`src/rtl/ring_wr_cntrl_pkg.sv`:
```
// Shared definitions for the sample-ring write controller: state encoding and
// helpers used by the controller and by status readback.
package ring_wr_cntrl_pkg;

  localparam int STATE_W = 3;

  typedef enum logic [STATE_W-1:0] {
    IDLE      = 3'd0,
    FILL      = 3'd1,
    WAIT_TRIG = 3'd2,
    POST      = 3'd3,
    READOUT   = 3'd4
  } state_e;

  // States in which a sample is written into the ring every cycle.
  function automatic logic is_writing(state_e s);
    return (s == FILL) || (s == WAIT_TRIG) || (s == POST);
  endfunction

endpackage

```
`src/rtl/ring_wr_cntrl_ptr.sv`:
```
// Ring write pointer: advances after each completed write and captures the
// next-write address into ain when the controller freezes the capture.
module ring_wr_ptr #(
  parameter int SIZE = 8
) (
  input  logic            clk,
  input  logic            rst_n,
  input  logic            inc,
  input  logic            capture,
  output logic [SIZE-1:0] wr_addr,
  output logic [SIZE-1:0] ain
);

  logic [SIZE-1:0] wr_addr_q;
  logic [SIZE-1:0] wr_addr_d;
  logic [SIZE-1:0] ain_q;
  logic [SIZE-1:0] ain_d;

  // ain takes the already-advanced pointer so it points one past the last write.
  always_comb begin
    wr_addr_d = wr_addr_q;
    if (inc) begin
      wr_addr_d = SIZE'(wr_addr_q + 1'b1);
    end
    ain_d = ain_q;
    if (capture) begin
      ain_d = wr_addr_d;
    end
  end

  always_ff @(posedge clk) begin
    if (!rst_n) begin
      wr_addr_q <= '0;
      ain_q     <= '0;
    end else begin
      wr_addr_q <= wr_addr_d;
      ain_q     <= ain_d;
    end
  end

  assign wr_addr = wr_addr_q;
  assign ain     = ain_q;

endmodule

```
`src/rtl/ring_wr_cntrl.sv`:
```
// Write-side controller for the digitizer sample ring: continuous capture with
// guaranteed pre-trigger history, post-trigger count, then hand-off to readout.
module ring_wr_cntrl
  import ring_wr_cntrl_pkg::*;
#(
  parameter int SIZE   = 8,
  parameter int DWIDTH = 12
) (
  input  logic              clk,
  input  logic              rst_n,
  input  logic              arm,
  input  logic              trig,
  input  logic [SIZE-1:0]   pretrig_i,
  input  logic [SIZE-1:0]   posttrig_i,
  input  logic [DWIDTH-1:0] adc_i,
  input  logic              ro_done_n,
  output logic              wr_en,
  output logic [SIZE-1:0]   wr_addr,
  output logic [DWIDTH-1:0] wr_data,
  output logic [SIZE-1:0]   ain,
  output logic              rd_request,
  output logic              busy
);

  state_e            state_q, state_d;
  logic [SIZE-1:0]   fill_cnt_q, fill_cnt_d;
  logic [SIZE-1:0]   post_cnt_q, post_cnt_d;
  logic [SIZE-1:0]   pretrig_q, pretrig_d;
  logic [SIZE-1:0]   posttrig_q, posttrig_d;
  logic              ro_first_q, ro_first_d;
  logic              rd_request_q, rd_request_d;
  logic              wr_en_q, wr_en_d;
  logic              busy_q, busy_d;
  logic [DWIDTH-1:0] wr_data_q;
  logic [SIZE:0]     fill_next;
  logic              capture;

  assign fill_next = {1'b0, fill_cnt_q} + (SIZE + 1)'(1);

  always_comb begin
    state_d      = state_q;
    fill_cnt_d   = fill_cnt_q;
    post_cnt_d   = post_cnt_q;
    pretrig_d    = pretrig_q;
    posttrig_d   = posttrig_q;
    rd_request_d = rd_request_q;
    ro_first_d   = 1'b0;

    case (state_q)
      IDLE: begin
        if (arm) begin
          pretrig_d  = pretrig_i;
          posttrig_d = posttrig_i;
          fill_cnt_d = '0;
          state_d    = FILL;
        end
      end

      FILL: begin
        if (!arm) begin
          state_d = IDLE;
        end else begin
          fill_cnt_d = SIZE'(fill_next);
          if (fill_next >= {1'b0, pretrig_q}) begin
            state_d = WAIT_TRIG;
          end
        end
      end

      // Disarm takes priority over a coincident trigger.
      WAIT_TRIG: begin
        if (!arm) begin
          state_d = IDLE;
        end else if (trig) begin
          if (posttrig_q == '0) begin
            state_d = READOUT;
          end else begin
            post_cnt_d = posttrig_q;
            state_d    = POST;
          end
        end
      end

      POST: begin
        if (!arm) begin
          state_d = IDLE;
        end else begin
          post_cnt_d = SIZE'(post_cnt_q - 1'b1);
          if (post_cnt_q == SIZE'(1)) begin
            state_d = READOUT;
          end
        end
      end

      // The first cycle is skipped: ro_done_n is stale until the readout side
      // has loaded its counter from ain.
      READOUT: begin
        if (!ro_first_q && !ro_done_n) begin
          rd_request_d = 1'b0;
          if (arm) begin
            pretrig_d  = pretrig_i;
            posttrig_d = posttrig_i;
            fill_cnt_d = '0;
            state_d    = FILL;
          end else begin
            state_d = IDLE;
          end
        end
      end

      default: state_d = IDLE;
    endcase

    if ((state_d == READOUT) && (state_q != READOUT)) begin
      rd_request_d = 1'b1;
      ro_first_d   = 1'b1;
    end
  end

  assign capture = (state_d == READOUT) && (state_q != READOUT);
  assign wr_en_d = is_writing(state_d);
  assign busy_d  = (state_d != IDLE);

  always_ff @(posedge clk) begin
    if (!rst_n) begin
      state_q      <= IDLE;
      fill_cnt_q   <= '0;
      post_cnt_q   <= '0;
      pretrig_q    <= '0;
      posttrig_q   <= '0;
      ro_first_q   <= 1'b0;
      rd_request_q <= 1'b0;
      wr_en_q      <= 1'b0;
      busy_q       <= 1'b0;
      wr_data_q    <= '0;
    end else begin
      state_q      <= state_d;
      fill_cnt_q   <= fill_cnt_d;
      post_cnt_q   <= post_cnt_d;
      pretrig_q    <= pretrig_d;
      posttrig_q   <= posttrig_d;
      ro_first_q   <= ro_first_d;
      rd_request_q <= rd_request_d;
      wr_en_q      <= wr_en_d;
      busy_q       <= busy_d;
      wr_data_q    <= adc_i;
    end
  end

  // A write is in flight whenever wr_en is high, so the pointer advances on
  // the edge that completes it.
  ring_wr_ptr #(
    .SIZE (SIZE)
  ) u_ptr (
    .clk     (clk),
    .rst_n   (rst_n),
    .inc     (wr_en_q),
    .capture (capture),
    .wr_addr (wr_addr),
    .ain     (ain)
  );

  assign wr_en      = wr_en_q;
  assign wr_data    = wr_data_q;
  assign rd_request = rd_request_q;
  assign busy       = busy_q;

endmodule

```
`config.mk`:
```
export PLATFORM = sky130hd
export DESIGN_NAME = ring_wr_cntrl
export DESIGN_NICKNAME = d
export VERILOG_FILES = /design/src/rtl/ring_wr_cntrl_pkg.sv /design/src/rtl/ring_wr_cntrl_ptr.sv /design/src/rtl/ring_wr_cntrl.sv
export SDC_FILE = /design/constraint.sdc
export NUM_CORES = 1
export LEC_CHECK = 0
export CAP_MARGIN = 20
export CORE_UTILIZATION = 40
export DETAILED_ROUTE_END_ITERATION = 12
export GPL_ROUTABILITY_DRIVEN = 0
export SYNTH_ARGS = -nofsm -noshare
export SYNTH_HDL_FRONTEND = slang
export SYNTH_SLANG_ARGS = --single-unit
```
`constraint.sdc`:
```
create_clock -name clk -period 5.5 [get_ports clk]
set_input_delay 1.1 -clock clk [delete_from_list [all_inputs] [get_ports clk]]
set_output_delay 1.1 -clock clk [all_outputs]
set_load 0.03 [all_outputs]
```
==> Word level (Yosys, flattened, before mapping) <==
Index checks and enable logic that the tools add are counted.
Widths: inputs -> output; s select.
{ "op_classes": {"add_sub_neg": 3, "n_mul": 0, "n_div": 0, "order_cmp": 1, "n_eq_ne": 16, "shift": 0, "muxes": 31, "bitwise_logic": 0, "reduce_logical": 18} }
{ "op_table": {"columns": ["operator", "count"], "rows": [
  ["$mux 8", 12],
  ["$pmux 8 s2", 3],
  ["$mux 3", 9],
  ["$pmux 8 s3", 1],
  ["$pmux 3 s5", 1],
  ["$eq 3x2->1 const B", 4],
  ["$ne 2x2->1 const B", 6],
  ["$add 8x1->9 const B", 1],
  ["$ge 9x8->1", 1],
  ["$add 8x1->8 const B", 1],
  ["$eq 8x1->1 const B", 1],
  ["$logic_not 8->1", 1],
  ["$reduce_bool 2->1", 4],
  ["$sub 8x1->8 const B", 1],
  ["$eq 3x1->1 const B", 2],
  ["$eq 3x3->1 const B", 2],
  ["$reduce_bool 3->1", 2],
  ["$mux 1", 5],
  ["$reduce_and 5->1", 1],
  ["$reduce_and 2->1", 2],
  ["$logic_not 3->1", 1],
  ["$ne 3x3->1 const B", 1],
  ["$reduce_and 3->1", 1],
  ["$logic_and 1x1->1", 2],
  ["2 further kinds", 4]
]} }
{ "totals": {"reg_bits": 67, "latchBits": 0, "mem_bits_rw": 0, "mem_bits_ro": 0, "out_inout_bits": 31, "word_cells": 81, "n_memories": 0} }

==> Logic depth before layout (Yosys ltp) <==
{ "logic_depth": {"ltp_word": 9, "mapped_depth": 10} }

==> Modules after synthesis <==
From an unflattened synthesis, not the netlist that was laid out.
{ "hier_totals": {"cells_unflattened": 353, "hier_area_um2": 3105.5} }
{ "by_module_without_submodules": {"columns": ["module", "n_inst", "cells_each", "area_each_um2", "seq_area_each_um2"], "rows": [
  ["ring_wr_cntrl", 1, 290, 2511.2, 1021.0],
  ["ring_wr_ptr", 1, 63, 594.3, 320.3]
]} }

==> Least setup slack after synthesis <==
OpenSTA, ideal clock, no wires.
{ "synth_path": {"kind": "register to register", "startpoint": "register fill_cnt_q[0]", "endpoint": "register state_q[1]", "setup_time_ps": 122, "t_arrival_ps": 2207, "required_time_ps": 5378, "path_slack_ps": 3170, "stages_incl_launch_ff": 11, "n_path_buf": 0, "period_less_slack_ps": 2330, "path_cell_list": "dfxtp_1 > ha_1 > nand3_1 > or2_2 > xnor2_1 > ha_1 > and3_1 > a221oi_1 > o21a_1 > a21o_1 > o21ai_0"} }
{ "synth_between": {"elab_chain_cells": 5} }
{ "synth_rtl": {"columns": ["item", "line", "rtl"], "rows": [
  ["start, declared", "ring_wr_cntrl.sv:26", "logic [SIZE-1:0] fill_cnt_q, fill_cnt_d;"],
  ["start signal, assigned", "ring_wr_cntrl.sv:138", "fill_cnt_q <= fill_cnt_d;"],
  ["$add 8x1->9", "ring_wr_cntrl.sv:38", "assign fill_next = {1'b0, fill_cnt_q} + (SIZE + 1)'(1);"],
  ["$ge 9x8->1", "ring_wr_cntrl.sv:64", "if (fill_next >= {1'b0, pretrig_q}) begin"],
  ["$mux 3", "ring_wr_cntrl.sv:64", null],
  ["$mux 3", "ring_wr_cntrl.sv:60", "if (!arm) begin"],
  ["$pmux 3 s5", "ring_wr_cntrl.sv:49", "case (state_q)"],
  ["end signal, assigned", "ring_wr_cntrl.sv:137", "state_q <= state_d;"],
  ["end, declared", "ring_wr_cntrl.sv:25", "state_e state_q, state_d;"]
]} }
No other way between the ends.
A chain may end at the register's enable or synchronous reset.

==> Worst setup path after layout <==
{ "layout_path": {"startpoint": "register wr_en_q (netlist: wr_en)", "endpoint": "output wr_en"} }
{ "layout_rtl": {"columns": ["item", "line", "rtl"], "rows": [
  ["start, declared", "ring_wr_cntrl.sv:32", "logic wr_en_q, wr_en_d;"],
  ["start signal, assigned", "ring_wr_cntrl.sv:144", "wr_en_q <= wr_en_d;"],
  ["end, declared", "ring_wr_cntrl.sv:17", "output logic wr_en,"]
]} }
No word-level cell between the ends.

==> results_tabular.tex <==
\begin{tabular}{lr}
\hline
Metric & Value \\
\hline
\multicolumn{2}{l}{\textbf{Run status}} \\
Run status & complete, no violations \\
\multicolumn{2}{l}{\textbf{Clock tree}} \\
Hold Buf Count CTS & 0 \\
Number of sinks driven by the clock tree & 67 \\
Deepest level of the CTS H-tree & 3 \\
Post-CTS setup buffer count & 0 \\
Clock Tree Root & sky130\_fd\_sc\_hd\_\_clkbuf\_8 \\
CTS resizes & 0 \\
Buffer levels on the longest clock path & 2 \\
Clk Latency, worst-skew pair & approximately 340 ps \\
Clock edge transition at the registers on the reported setup and hold paths & 70 ps \\
Number of buffers added by the clock tree synthesis step & 9 \\
Clock tree from TritonCTS & yes \\
\multicolumn{2}{l}{\textbf{Critical path}} \\
Crit-path max FO & 7 \\
Total buffers and inverters traversed by the critical path & 1 \\
Standard cell with the maximum stage delay on the critical path & sky130\_fd\_sc\_hd\_\_clkdlybuf4s50\_1 \\
Critical path required time & 4400 ps \\
Family of cells with the greatest summed delay on the critical path & buffers and inverters \\
Minimum setup slack among reg-to-reg paths & approximately 3000 ps \\
Delay of the slowest cell on the worst path & roughly 720 ps \\
List of cells traversed by the critical path & clkdlybuf4s50\_1 \\
Critical Path Start Type & flop \\
Worst Path Arrival & 1540 ps \\
WS Path Type & flop to primary output \\
Endpoint type of the worst setup path & primary output \\
\multicolumn{2}{l}{\textbf{Synthesis}} \\
Multiplexer fraction of the synthesized cell area & 5.369\% \\
Cell area after technology mapping & roughly 3200 um\^{}2 \\
Register area share after synthesis & 42.32\% \\
Average cell area after synthesis & 9.267 um\^{}2 \\
Fraction of post-synthesis cell area in the top cell type by area & 42.32\% \\
Async set-or-reset flop fraction in the synthesized netlist & 0\% \\
Post-synthesis simple-gate area fraction & approximately a quarter \\
Synth area leaders & sky130\_fd\_sc\_hd\_\_dfxtp\_1, sky130\_fd\_sc\_hd\_\_mux2i\_1, sky130\_fd\_sc\_hd\_\_ha\_1 \\
Dominant combinational cell family by area after synthesis & simple AND/OR/NAND/NOR gates \\
\#FFs+latches synth & 67 \\
Adder and majority cell fraction of the synthesized area & 4.737\% \\
Yosys warnings & 0 \\
Ys flop type & sky130\_fd\_sc\_hd\_\_dfxtp\_1 \\
Net count of the mapped netlist & 387 \\
Largest area contributor in the netlist & sky130\_fd\_sc\_hd\_\_dfxtp\_1 \\
Synthesized-area fraction occupied by ao, oa, aoi and oai cells & 14.37\% \\
Xor-xnor portion of the synthesized cell area & 3.593\% \\
Gate Count Post-Synth & 342 \\
Count of flip-flops with a built-in enable after synthesis & 0 \\
Post-synth cell types & 51 \\
\multicolumn{2}{l}{\textbf{Cells and area}} \\
Number of filler cells placed in the layout & approximately 750 \\
Fraction of final layout cells with drive strength greater than 1 & under 10\% \\
Area occupied by multi-input gates & 1703 um\^{}2 \\
Antenna Diode Count & 0 \\
Number of standard cells in the final layout excluding fillers & 507 \\
Post-layout util & 52.49\% \\
Synth-to-Final Area Change & 27.32\% \\
Number of nets at the end of the flow & 445 \\
Total area of sequential cells & 1341 um\^{}2 \\
\multicolumn{2}{l}{\textbf{Global route}} \\
Number of global-route vias before repair & around 2400 \\
Aggregate global-route resource usage & 16.88\% \\
Maximum number of pins on one net before global-route repair & 67 \\
First-pass GRT wire length & 11250 um \\
Total overflow reported by the global router & 0 \\
Initial antenna violation count & 0 \\
\multicolumn{2}{l}{\textbf{Power}} \\
Peak supply drop & 0.0001777 V \\
Proportion of total power due to net switching & roughly a quarter \\
Reported net switching power & 0.0002613 W \\
Total power per unit cell area & 255.5 nW/um\^{}2 \\
Leak & 1.615 nW \\
Sequential share of power & 49.6\% \\
Cell Int Power & 0.0007697 W \\
Share of power burned in combinational logic & 10.6\% \\
Clock group share of total power & 39.8\% \\
\multicolumn{2}{l}{\textbf{Timing}} \\
F\_max & 378.9 MHz \\
RSZ-0062 raised after global routing & false \\
Final WS setup & $\sim$2900 ps \\
Tcrit/Tclk final & 47.99\% \\
Worst slew pin tran & 975.9 ps \\
Max-slew headroom & 34.94\% \\
Final-report max-slew violation count & 0 \\
Finish-stage setup viols & 0 \\
Worst clock skew on the final layout & 6.574 ps \\
Aggregate negative setup slack & 0 ps \\
Shortest period the worst path allows & roughly 2600 ps \\
Number of hold violations in the final report & 0 \\
Worst hold slack across all endpoints & $\sim$470 ps \\
\multicolumn{2}{l}{\textbf{Detailed routing}} \\
Routed wire length per instance & 12.67 um \\
Routed via count divided by cell count & approximately 4.9 \\
\# DRC & 0 \\
Routed wire length & 6424 um \\
DR vias & 2505 \\
Detailed Route Iter0 Violations & 111 \\
Number of nets with antenna violations after routing & 0 \\
TritonRoute pass-1 iters & 6 \\
\multicolumn{2}{l}{\textbf{Die}} \\
Die X-Extent & 91.01 um \\
Number of rows in the core area & 32 \\
Number of top-level pins & 64 \\
Core outline area & 7687 um\^{}2 \\
Effective utilization at floorplan & 41.23\% \\
Overall die height & 91.01 um \\
Overall die area & 8283 um\^{}2 \\
\multicolumn{2}{l}{\textbf{Placement}} \\
Detail Placement HPWL & 4428 um \\
Number of instances in the placed design & 491 \\
Count of port buffers added during placement & 63 \\
Worst setup slack before clock tree synthesis & 2576 ps \\
\multicolumn{2}{l}{\textbf{Flow run}} \\
Maxcap violations & 0 \\
\multicolumn{2}{l}{\textbf{Hold path}} \\
Min-delay worst type & flop to flop \\
\hline
\end{tabular}
==> area by class of cell <==
| type | instances | share of cell area [%] |
|---|---|---|
| Multi-Input combinational cell | 249 | 42.20 |
| Sequential cell | 67 | 33.24 |
| Timing Repair Buffer | 63 | 15.50 |
| Tap cell | 102 | 3.163 |
| Clock buffer | 9 | 3.070 |
| Clock inverter | 7 | 1.891 |
| Inverter | 10 | 0.9302 |
==> routing by layer <==
| layer | vias up | track usage, % | part of all wire (%) |
|---|---|---|---|
| li1 | 1306 | - | - |
| met1 | 1130 | 20.62 | 46 |
| met2 | 59 | 27.78 | 47 |
| met3 | 10 | 5.863 | 5.4 |
| met4 | 0 | 5.423 | 1.3 |
| met5 | - | 0 | 0 |
==> sequential cells by signal (all words and copies together), names as in the netlist <==
| name | flops |
|---|---|
| wr_en | 1 |
| rd_request | 1 |
| u_ptr.ain | 8 |
| wr_data | 12 |
| busy | 1 |
| fill_cnt_q | 8 |
| pretrig_q | 8 |
| post_cnt_q | 8 |
| ro_first_q | 1 |
| u_ptr.wr_addr | 8 |
| posttrig_q | 8 |
| state_q | 3 |
==> cell usage after synthesis, types with 2 or more instances <==
cell                       instances
sky130_fd_sc_hd__dfxtp_1          67
sky130_fd_sc_hd__nand2_1          31
sky130_fd_sc_hd__nor2b_1          23
sky130_fd_sc_hd__nor2_1           22
sky130_fd_sc_hd__and2_1           20
sky130_fd_sc_hd__mux2i_1          17
sky130_fd_sc_hd__a21oi_1          13
sky130_fd_sc_hd__o21ai_0          13
sky130_fd_sc_hd__ha_1             12
sky130_fd_sc_hd__inv_1            10
sky130_fd_sc_hd__xnor2_1           9
sky130_fd_sc_hd__nand3_1           8
sky130_fd_sc_hd__a21o_1            7
sky130_fd_sc_hd__and3_1            7
sky130_fd_sc_hd__nor3_1            7
sky130_fd_sc_hd__buf_2             6
sky130_fd_sc_hd__clkbuf_1          6
sky130_fd_sc_hd__nor3b_1           5
sky130_fd_sc_hd__nand4_1           4
sky130_fd_sc_hd__o21a_1            4
sky130_fd_sc_hd__xor2_1            4
sky130_fd_sc_hd__a21boi_0          3
sky130_fd_sc_hd__a21boi_1          3
sky130_fd_sc_hd__a41oi_1           3
sky130_fd_sc_hd__o211a_1           3
sky130_fd_sc_hd__o221a_2           3
sky130_fd_sc_hd__a31oi_1           2
sky130_fd_sc_hd__buf_6             2
sky130_fd_sc_hd__nand3_2           2
sky130_fd_sc_hd__nand3b_1          2
sky130_fd_sc_hd__nor4_4            2
sky130_fd_sc_hd__o21bai_1          2
sky130_fd_sc_hd__or2_2             2
==> power groups by stage <==
| stage | Combinational, W | Clock (W) | Sequential, W |
|---|---|---|---|
| global placement | 0.000109 | 0 | 0.000523 |
| detailed placement | 0.000110 | 0 | 0.000523 |
| CTS | 0.000111 | 0.000426 | 0.000512 |
| global route | 0.000121 | 0.000447 | 0.000514 |
| finish | 0.000109 | 0.000410 | 0.000512 |
| floorplan | 0.0000542 | 0 | 0.000532 |
==> metrics by stage <==
| stage | cell area (um^2) | total power (W) |
|---|---|---|
| 3_5_place_dp | 3835 | 0.0006335 |
| 3_3_place_gp | 3835 | 0.0006323 |
| 2_1_floorplan | 3169 | 0.0005862 |
| 6_report | 4035 | 0.001031 |
| 5_1_grt | 4035 | 0.001082 |
| 4_1_cts | 4035 | 0.001049 |
==> worst paths after layout <==
path	from	endpoint	cells past startpoint
max reg2reg	fill_cnt_q[0]$_SDFFE_PN0P_	state_q[0]$_SDFF_PN0_	10
max	wr_en$_SDFF_PN0_	wr_en	1
min	u_ptr.ain[4]$_SDFFE_PN0P_	u_ptr.ain[4]$_SDFFE_PN0P_	2
min reg2reg	u_ptr.ain[4]$_SDFFE_PN0P_	u_ptr.ain[4]$_SDFFE_PN0P_	2
==> cell usage in the layout, fill, tap and decap left out, drive strengths merged, types with 2 or more instances in the layout <==
| cell type | count |
|---|---|
| a21boi | 6 |
| a21o | 8 |
| a21oi | 13 |
| a31oi | 2 |
| a41oi | 3 |
| and2 | 21 |
| and3 | 7 |
| clkbuf | 9 |
| clkdlybuf4s50 | 62 |
| clkinv | 2 |
| clkinvlp | 2 |
| dfxtp | 67 |
| ha | 12 |
| inv | 12 |
| mux2i | 17 |
| nand2 | 31 |
| nand3 | 10 |
| nand3b | 2 |
| nand4 | 4 |
| nor2 | 22 |
| nor2b | 23 |
| nor3 | 7 |
| nor3b | 6 |
| nor4 | 3 |
| o211a | 3 |
| o21a | 4 |
| o21ai | 14 |
| o21bai | 2 |
| o221a | 3 |
| or2 | 3 |
| xnor2 | 9 |
| xor2 | 4 |
==> cell families after synthesis <==
| kind of cell | Yosys count |
|---|---|
| mux | 17 |
| simple gates | 143 |
| xor+xnor | 13 |
| fa+ha+maj | 12 |
| buf+inv | 26 |
| compound gates | 64 |
| flops | 67 |
Power figures use the tool's default switching activity.
